===== src/rtl/clk_div_prog.sv =====
// Programmable glitch-free clock divider / period-start tick generator.
// Ratio changes are shadowed and only applied when a new period begins.
module clk_div_prog #(
  parameter int unsigned CNT_W       = 8,
  parameter int unsigned DEFAULT_DIV = 4
) (
  input  logic             clk,
  input  logic             rst_n,
  input  logic             en,
  input  logic [CNT_W-1:0] div_ratio,
  input  logic             div_load,
  output logic             clk_out,
  output logic             tick,
  output logic             busy,
  output logic [CNT_W-1:0] cur_ratio
);

  localparam logic [CNT_W-1:0] DEF = CNT_W'(DEFAULT_DIV);
  localparam logic [CNT_W-1:0] ONE = CNT_W'(1);
  localparam logic [CNT_W-1:0] TWO = CNT_W'(2);

  typedef enum logic {IDLE, RUN} state_t;

  state_t           state, state_n;
  logic [CNT_W-1:0] cnt, cnt_n;
  logic [CNT_W-1:0] act, act_n;
  logic [CNT_W-1:0] shadow, shadow_n;
  logic             clk_n, tick_n;

  logic [CNT_W-1:0] cr, nxt, half, cnt_inc;
  logic             last, start;

  always_ff @(posedge clk or negedge rst_n) begin
    if (!rst_n) begin
      state   <= IDLE;
      cnt     <= '0;
      act     <= DEF;
      shadow  <= DEF;
      clk_out <= 1'b0;
      tick    <= 1'b0;
    end else begin
      state   <= state_n;
      cnt     <= cnt_n;
      act     <= act_n;
      shadow  <= shadow_n;
      clk_out <= clk_n;
      tick    <= tick_n;
    end
  end

  always_comb begin
    cr       = (div_ratio < TWO) ? TWO : div_ratio;
    // A load coinciding with a period start applies to that very period.
    nxt      = div_load ? cr : shadow;
    half     = act >> 1;
    cnt_inc  = cnt + ONE;
    last     = (cnt == (act - ONE));

    state_n  = state;
    cnt_n    = cnt;
    act_n    = act;
    shadow_n = nxt;
    clk_n    = clk_out;
    tick_n   = 1'b0;
    start    = 1'b0;

    case (state)
      IDLE: begin
        if (en) begin
          start = 1'b1;
        end else begin
          cnt_n = '0;
          clk_n = 1'b0;
        end
      end
      RUN: begin
        if (!last) begin
          cnt_n = cnt_inc;
          clk_n = (cnt_inc < half);
        end else if (en) begin
          start = 1'b1;
        end else begin
          state_n = IDLE;
          cnt_n   = '0;
          clk_n   = 1'b0;
        end
      end
      default: begin
        state_n = IDLE;
        cnt_n   = '0;
        clk_n   = 1'b0;
      end
    endcase

    if (start) begin
      state_n = RUN;
      cnt_n   = '0;
      act_n   = nxt;
      clk_n   = 1'b1;
      tick_n  = 1'b1;
    end
  end

  assign busy      = (state == RUN);
  assign cur_ratio = act;

endmodule


===== config.mk =====
export PLATFORM = sky130hd
export DESIGN_NAME = clk_div_prog
export DESIGN_NICKNAME = d
export VERILOG_FILES = /design/src/rtl/clk_div_prog.sv
export SDC_FILE = /design/constraint.sdc
export NUM_CORES = 1
export LEC_CHECK = 0
export CAP_MARGIN = 20
export CORE_ASPECT_RATIO = 0.75
export CORE_MARGIN = 3
export CORE_UTILIZATION = 35
export CTS_CLUSTER_DIAMETER = 50
export DETAILED_ROUTE_END_ITERATION = 10
export SETUP_SLACK_MARGIN = 0.3
export SYNTH_ARGS = -nofsm -noshare
export SYNTH_HDL_FRONTEND = slang
export SYNTH_SLANG_ARGS = --single-unit

===== constraint.sdc =====
create_clock -name clk -period 3.7 [get_ports clk]
set_input_delay 0.74 -clock clk [delete_from_list [all_inputs] [get_ports clk]]
set_output_delay 0.74 -clock clk [all_outputs]
set_load 0.005 [all_outputs]

After elaboration in Yosys (flattened, before gate mapping)

Index checks and enable logic that the tools add are counted.
W data, S select, Z words.

Bits in registers: 27
Input bits: 12
Output and inout bits: 11
Word-level logic and storage cells: 29

Add/sub/neg operators: 2
Order comparisons: 2
Eq/ne operators: 1
Mux-type cells: 17
Bitwise logic cells: 1

Operators by type and width:

| kind                  | count |
|---|---|
| $mux W8               | 5 |
| $pmux W8 S2           | 1 |
| $mux W1               | 9 |
| $add A8 B1 Y8 const B | 1 |
| $eq A8 B8 Y1          | 1 |
| $lt A8 B2 Y1 const B  | 1 |
| $lt A8 B7 Y1          | 1 |
| $sub A8 B1 Y8 const B | 1 |
| $pmux W1 S2           | 2 |
| $not A1 Y1            | 1 |

Depth between registers and ports, before layout

Gate-level depths: netlist of run 1.

Depth in word-level cells: 5
Mapped depth: 9
Gate-level depth less buffers: 9

Worst setup path after synthesis of run 1

OpenSTA, ideal clock, no wires.

Path type: flip-flop to flip-flop
Start: reg act[0] (netlist: cur_ratio[0])
End: reg act[0] (netlist: cur_ratio[0])
Setup time: 125 ps
Arrival: 2228 ps
Data required time: 3575 ps
Setup slack: 1347 ps
Stages on the path, launching flop included: 10
Buffers on the path: 0
Clock period less this slack: 2353 ps
Cell sequence: dfrtp_1 inv_1 ha_1 and2_1 o21a_1 o31a_1 o21ai_0 o211ai_4 inv_4 mux2_4

Cells in the longest elaborated chain, start to end: 4

Ends and longest elaborated chain:

| item                     | line | text |
|---|---|---|
| start: declaration       | 26   | `logic [CNT_W-1:0] act, act_n;` |
| start signal: assignment | 44   | `act <= act_n;` |
| $sub A8 B1 Y8            | 57   | `last = (cnt == (act - ONE));` |
| $eq A8 B8 Y1             | 57   |  |
| $mux W1                  | 77   | `if (!last) begin` |
| $pmux W1 S2              | 67   | `case (state)` |
| via start                | 31   | `logic last, start;` |

The timed path passes the listed nets, and every way through them passes these cells.
A chain may end at the register's enable or synchronous reset.

Worst setup path in the final report of run 1

Start: reg act[0] (netlist: cur_ratio[0])
End: reg act[5] (netlist: cur_ratio[5])

Same word-level chain as after synthesis.

==> results of run 1 <==
-- worst max path at each step --
| stage | start | endpoint | cells after the start |
|---|---|---|---|
| after floorplan | cur_ratio[0]$_DFFE_PN0P_ | cur_ratio[0]$_DFFE_PN0P_ | 9 |
| after global placement | div_ratio[2] | cur_ratio[0]$_DFFE_PN0P_ | 5 |
| after detailed placement | div_ratio[2] | cur_ratio[0]$_DFFE_PN0P_ | 5 |
| after CTS | cur_ratio[0]$_DFFE_PN0P_ | cur_ratio[5]$_DFFE_PN0P_ | 9 |
| after global routing | cur_ratio[1]$_DFFE_PN0P_ | cur_ratio[5]$_DFFE_PN0P_ | 9 |
| final | cur_ratio[0]$_DFFE_PN0P_ | cur_ratio[5]$_DFFE_PN0P_ | 9 |
-- synth_stat cells, types with 2 or more instances --
cell type and instances:
dfrtp_1 25, inv_1 12, xor2_1 10, ha_1 8, mux2_4 7, nor2_1 7
nor2b_1 7, mux2_2 6, xnor2_1 5, a211oi_1 4, nand2_1 4, o21ai_0 4
a21oi_1 3, nand3_1 3, and3_1 2, dfstp_2 2, nand4_1 2, nor3_1 2
o21a_1 2
-- registers in the layout, indices dropped and copies added, names as in the netlist --
name       count
cur_ratio      8
busy           1
tick           1
cnt            8
clk_out        1
shadow         8
-- final cells by class --
type | count | area (sq um)
fillers | 386 | 2271
multi-input cells | 93 | 785.8
flip-flops and latches | 27 | 678.2
repair buffers | 23 | 227.7
well taps | 55 | 68.82
inverters | 13 | 51.30
clock buffers | 3 | 41.29
clock inverters | 1 | 5.005
-- worst max-delay path: stages (launching register included) --
cell      delay [ns]
dfrtp_1         0.49
inv_1           0.08
ha_1            0.28
and2_1          0.20
o21a_1          0.18
o31a_1          0.27
o21ai_0         0.38
o211ai_4        0.17
inv_4           0.17
mux2_4          0.31
-- cell families after synthesis --
| family | synth area share [%] |
|---|---|
| AOI/OAI and AO/OA | 14.05 |
| xor gates and xnor gates | 8.627 |
| adders and majority gates | 6.574 |
| buffers and inverters | 3.862 |
| DFF | 44.54 |
| muxes | 11.34 |
| and+or+nand+nor | 11.01 |
-- power breakdown --
group / switching (mW) / internal (mW) / leakage [nW] / total [mW]
clock network: 0.0913 / 0.0754 / 0.0255 / 0.167
logic: 0.0159 / 0.0196 / 0.469 / 0.0354
registers: 0.00203 / 0.304 / 0.329 / 0.306
-- routing by layer --
layer	share of wire [%]	vias to the layer above	routed length, um	track usage (%)
met5	0	-	0	0
met4	0	0	0	1.660
met3	4.4	0	133	3.429
met2	41	20	1250	16.83
met1	55	502	1663	20.74
li1	-	527	-	-
==> run_results.csv, run 1 <==
group,metric,value,unit
drt,vias,1049,
timing,rsz0062_at_grt,"no",
critical_path,startpoint_type,"flop",
timing,max_slew_margin,67.10,%
placed_design,port_buffers,22,
drt,post-route-drc-count,0,
timing,fin_crit_sh,71.68,%
critical_path,crit_type,"flop to flop",
clock_network,cts_setup_buffers,0,
global_route,grt_pass1_wl,5085,um
placed_design,place_inst,211,
clock_network,cts.sinks,27,
outcome,status,"completed",
cells_and_area,final_cell_mix,"25 x dfrtp_1, 22 x clkdlybuf4s50_1, 12 x inv_1",
clock_network,cts_htree_levels,1,
yosys,synth-seq-cells,27,
power,p_total,0.5083,mW
global_route,grtUsageTotal,12.72,%
timing,setup_violations,0,
die,coreArea,0.004129,sq mm
timing,fin_worst_hold_slack,0.5090,ns
yosys,ys.flop_type,"dfrtp_1",
cells_and_area,final_area,0.001858,sq mm
cells_and_area,layout.cells.non_filler,215,
yosys,synth_warnings,0,
drt,antenna_left,0,
critical_path,cp-end-kind,"flop",
timing,timing.final.ws_setup,1.048,ns
timing,fin_crit,2.652,ns
die,die_area,0.005186,sq mm
yosys,synthCells,135,
timing,skew,0.007918,ns
global_route,grt_pass1_vias,1038,
clock_network,clk_pin_slew,0.10,ns
yosys,synth_area_per_cell,11.28,sq um
global_route,overflow,0,
clock_network,cts_tree,"yes",
cells_and_area,syn2layout_area_growth,22.02,%
yosys,syn_area,0.001523,sq mm
drt,first_iter_violations,44,
yosys,ys_seq_area_share,44.54,%
die,fp.dieH,63.12,um
yosys,synth_top_area_share,41.08,%
placed_design,globalplace.congestion,0.8456,
global_route,grt_antenna_before_repair,0,
drt,wl,3046,um
drt,vias_per_cell,4.879,
yosys,synth.largest_area_cell,"dfrtp_1",
timing,fin_setup_tns,0,ns
timing,fmax,377.1,MHz
cells_and_area,layout-drive-gt1-share,16.88,%
cells_and_area,diodes,0,
min_path,whs_path_depth,1,
die,rows,20,
die,pin_count,23,
power,power_density,273.6,mW/mm^2
yosys,synth-edff-count,0,
critical_path,crit_path_max_fanout,8,
min_path,hp-class,"flop to flop",
die,die_x,82.16,um
min_path,hold_end,"shadow[5]$_DFF_PN0_",
flow_run,cap_violations,0,
power,irDropWorstVdd,0.0001601,V
clock_network,cts_resized,0,
placed_design,place_ws,0.9316,ns
clock_network,clk_latency,0.27,ns
clock_network,cts-buffers-inserted,3,
global_route,grt_max_degree,28,
drt,drtPass1Iterations,4,
yosys,async_flop_share,100.0,%
critical_path,critical_path_required,3.86,ns
yosys,yosys-top-cells-area,"dfrtp_1 41%, mux2_4 6.9%, ha_1 6.6%, xor2_1 5.8%, mux2_2 4.4%",
critical_path,arrival,2.81,ns
clock_network,ctsHoldBuffers,0,
yosys,synth_nets,155,
drt,wl_per_cell,14.17,um
yosys,yosysUniqueCellTypes,39,
cells_and_area,nNetsFinal,181,
clock_network,cts_root_buf,"clkbuf_8",
min_path,min_from,"shadow[5]$_DFF_PN0_",
power,p_leak,0.8240,nW
critical_path,ff2ff_setup_slack,1.05,ns
critical_path,r2r_cells,9,
cells_and_area,final_common_cell,"dfrtp_1",
timing,tightestPinTransition,0.4871,ns
critical_path,reg2reg_from,"cur_ratio[0]$_DFFE_PN0P_",
timing,drv_slew,0,
timing,hold_viol,0,
placed_design,dpl.hpwl,2386,um
placed_design,placed_area,0.001812,sq mm
cells_and_area,fin_util,45.00,%
critical_path,r2r-end,"cur_ratio[5]$_DFFE_PN0P_",
clock_network,cts_buffer_depth,2,
die,initial_core_util,36.88,%
Power figures use the tool's default switching activity.
==> inputs of run 2 (changes only) <==
==> constraint.sdc (replaced) <==
create_clock -name clk -period 2.2 [get_ports clk]
set_input_delay 0.44 -clock clk [delete_from_list [all_inputs] [get_ports clk]]
set_output_delay 0.44 -clock clk [all_outputs]
set_load 0.005 [all_outputs]
==> run_results.csv, run 2 (synthesis gave the netlist of run 1 again) <==
group,metric,value,unit
outcome,status,"completed",
drt,wl_per_cell,15.85,um
timing,max_slew_margin,72.88,%
critical_path,startpoint_type,"flop",
power,internal_power,0.6738,mW
global_route,grt_pass1_wl,5906,um
clock_network,clk_pin_slew,0.09,ns
power,pwr-share-comb,7.4,%
power,p_seq_share,59.2,%
drt,vias_per_cell,4.828,
drt,wl,3788,um
cells_and_area,diodes,0,
cells_and_area,syn2layout_area_growth,43.22,%
die,coreArea,0.004129,sq mm
placed_design,dpl.hpwl,2593,um
clock_network,cts_root_buf,"clkbuf_8",
placed_design,globalplace.congestion,0.8314,
critical_path,cp-end-kind,"flop",
drt,antenna_left,0,
placed_design,place_ws,-0.1585,ns
drt,first_iter_violations,34,
cells_and_area,fillers,367,
min_path,hp-class,"flop to flop",
power,power_density,399.1,mW/mm^2
critical_path,r2r-end,"cur_ratio[0]$_DFFE_PN0P_",
power,swShare,22.59,%
global_route,grt_pass1_vias,1192,
critical_path,r2r_cells,7,
critical_path,max_stage_delay,0.44,ns
flow_run,cap_violations,0,
power,irDropWorstVdd,0.0002687,V
die,rows,20,
clock_network,cts_htree_levels,1,
global_route,grt_max_degree,28,
timing,fin_crit_sh,96.19,%
die,pin_count,23,
min_path,min_from,"cnt[0]$_DFF_PN0_",
min_path,hold_end,"cnt[0]$_DFF_PN0_",
timing,tightestPinTransition,0.4056,ns
clock_network,cts-buffers-inserted,3,
critical_path,ff2ff_setup_slack,0.08,ns
timing,drv_slew,0,
cells_and_area,multiInputGateArea,900.9,sq um
cells_and_area,seq_area,684.4,sq um
cells_and_area,layout-drive-gt1-share,39.13,%
timing,fin_crit,2.116,ns
critical_path,worstSetupStartpoint,"cur_ratio[5]$_DFFE_PN0P_",
die,die_area,0.005186,sq mm
drt,post-route-drc-count,0,
critical_path,arrival,2.28,ns
power,p_switching,0.1967,mW
die,initial_core_util,36.88,%
timing,setup_violations,0,
timing,fmax,472.6,MHz
clock_network,cts_tree,"yes",
critical_path,cp_cell_sequence,"nor4_4, a211oi_1, a41oi_2, a21oi_4, o211ai_4, clkinv_4, mux2_4",
clock_network,cts.sinks,27,
die,die_x,82.16,um
timing,skew,0.003190,ns
clock_network,clk_latency,0.28,ns
critical_path,cp_slowest_cell,"dfrtp_2",
critical_path,crit_type,"flop to flop",
drt,vias,1154,
timing,hold_viol,0,
power,clock_power_share,33.4,%
timing,timing.final.ws_setup,0.08385,ns
global_route,grtUsageTotal,14.97,%
global_route,overflow,0,
clock_network,cts_buffer_depth,2,
timing,rsz0062_at_grt,"yes",
drt,drtPass1Iterations,4,
cells_and_area,final_common_cell,"clkdlybuf4s50_1",
die,fp.dieH,63.12,um
critical_path,reg2reg_from,"cur_ratio[5]$_DFFE_PN0P_",
timing,fin_setup_tns,0,ns
min_path,whs_path_depth,1,
critical_path,crit_path_max_fanout,8,
power,p_leak,0.9925,nW
cells_and_area,nNetsFinal,205,
global_route,grt_antenna_before_repair,0,
critical_path,critical_path_required,2.37,ns
cells_and_area,final_cell_mix,"21 x clkdlybuf4s50_1, 20 x dfrtp_1, 20 x buf_4",
placed_design,port_buffers,22,
-- run 2: power by group through the flow --
| stage | Clock (mW) | Combinational, mW | Sequential (mW) |
|---|---|---|---|
| 3_5_place_dp | 0 | 0.0630 | 0.525 |
| 6_report | 0.291 | 0.0643 | 0.515 |
| 3_3_place_gp | 0 | 0.0605 | 0.525 |
| 2_1_floorplan | 0 | 0.0229 | 0.524 |
| 5_1_grt | 0.315 | 0.0708 | 0.517 |
| 4_1_cts | 0.300 | 0.0633 | 0.516 |
-- run 2: timing repair --
action                                 4_1_cts  5_1_grt
cloned                                       0        1
setup endpoints to repair                   17       24
hold buffers                                 0        0
pin swaps                                    6       11
gates resized for setup                      6       16
endpoints found under the hold margin        0        0
buffers inserted                             8        8
-- run 2: cell type report --
class                           instances  area share, %
Multi-Input combinational cell         94          41.31
Sequential cell                        27          31.38
Timing Repair Buffer                   46          19.56
Tap cell                               55          3.155
Inverter                               13          2.467
Clock buffer                            3          1.893
Clock inverter                          1         0.2295
-- run 2: how the worst max path moves through the flow --
stage,end,slack [ns]
after floorplan,cur_ratio[0]$_DFFE_PN0P_,0.16
after global placement,cur_ratio[0]$_DFFE_PN0P_,-0.07
after detailed placement,cur_ratio[0]$_DFFE_PN0P_,-0.16
after CTS,cur_ratio[0]$_DFFE_PN0P_,0.06
after global routing,cur_ratio[0]$_DFFE_PN0P_,-0.04
final,cur_ratio[0]$_DFFE_PN0P_,0.08
-- run 2: per-layer routing --
| metal | vias to the layer above | global-route usage (%) | wire length [um] | share of wire [%] |
|---|---|---|---|---|
| li1 | 574 | - | - | - |
| met1 | 562 | 22.85 | 1964 | 52 |
| met2 | 16 | 21.67 | 1701 | 45 |
| met3 | 2 | 3.857 | 111 | 2.9 |
| met4 | 0 | 1.867 | 10 | 0.26 |
| met5 | - | 0 | 0 | 0 |
-- run 2: per-stage QoR --
step,hold slack (ns),utilization [%],power (mW),std cells,instance area [sq um]
after floorplan,0.1444,-,0.5465,135,1553
after global placement,0.4789,45.88,0.5851,218,1894
after detailed placement,0.4892,45.88,0.5883,218,1894
after CTS,0.5123,49.03,0.8784,230,2024
after global routing,0.5263,52.82,0.9026,239,2181
final,0.4965,52.82,0.8704,239,2181
-- run 2: worst max-delay path: cells and delay by family, from the launching register on --
family | cells | cell delay (ns)
compound gates | 4 | 0.74
buf+inv | 1 | 0.15
flops | 1 | 0.44
mux | 1 | 0.32
simple gates | 1 | 0.35
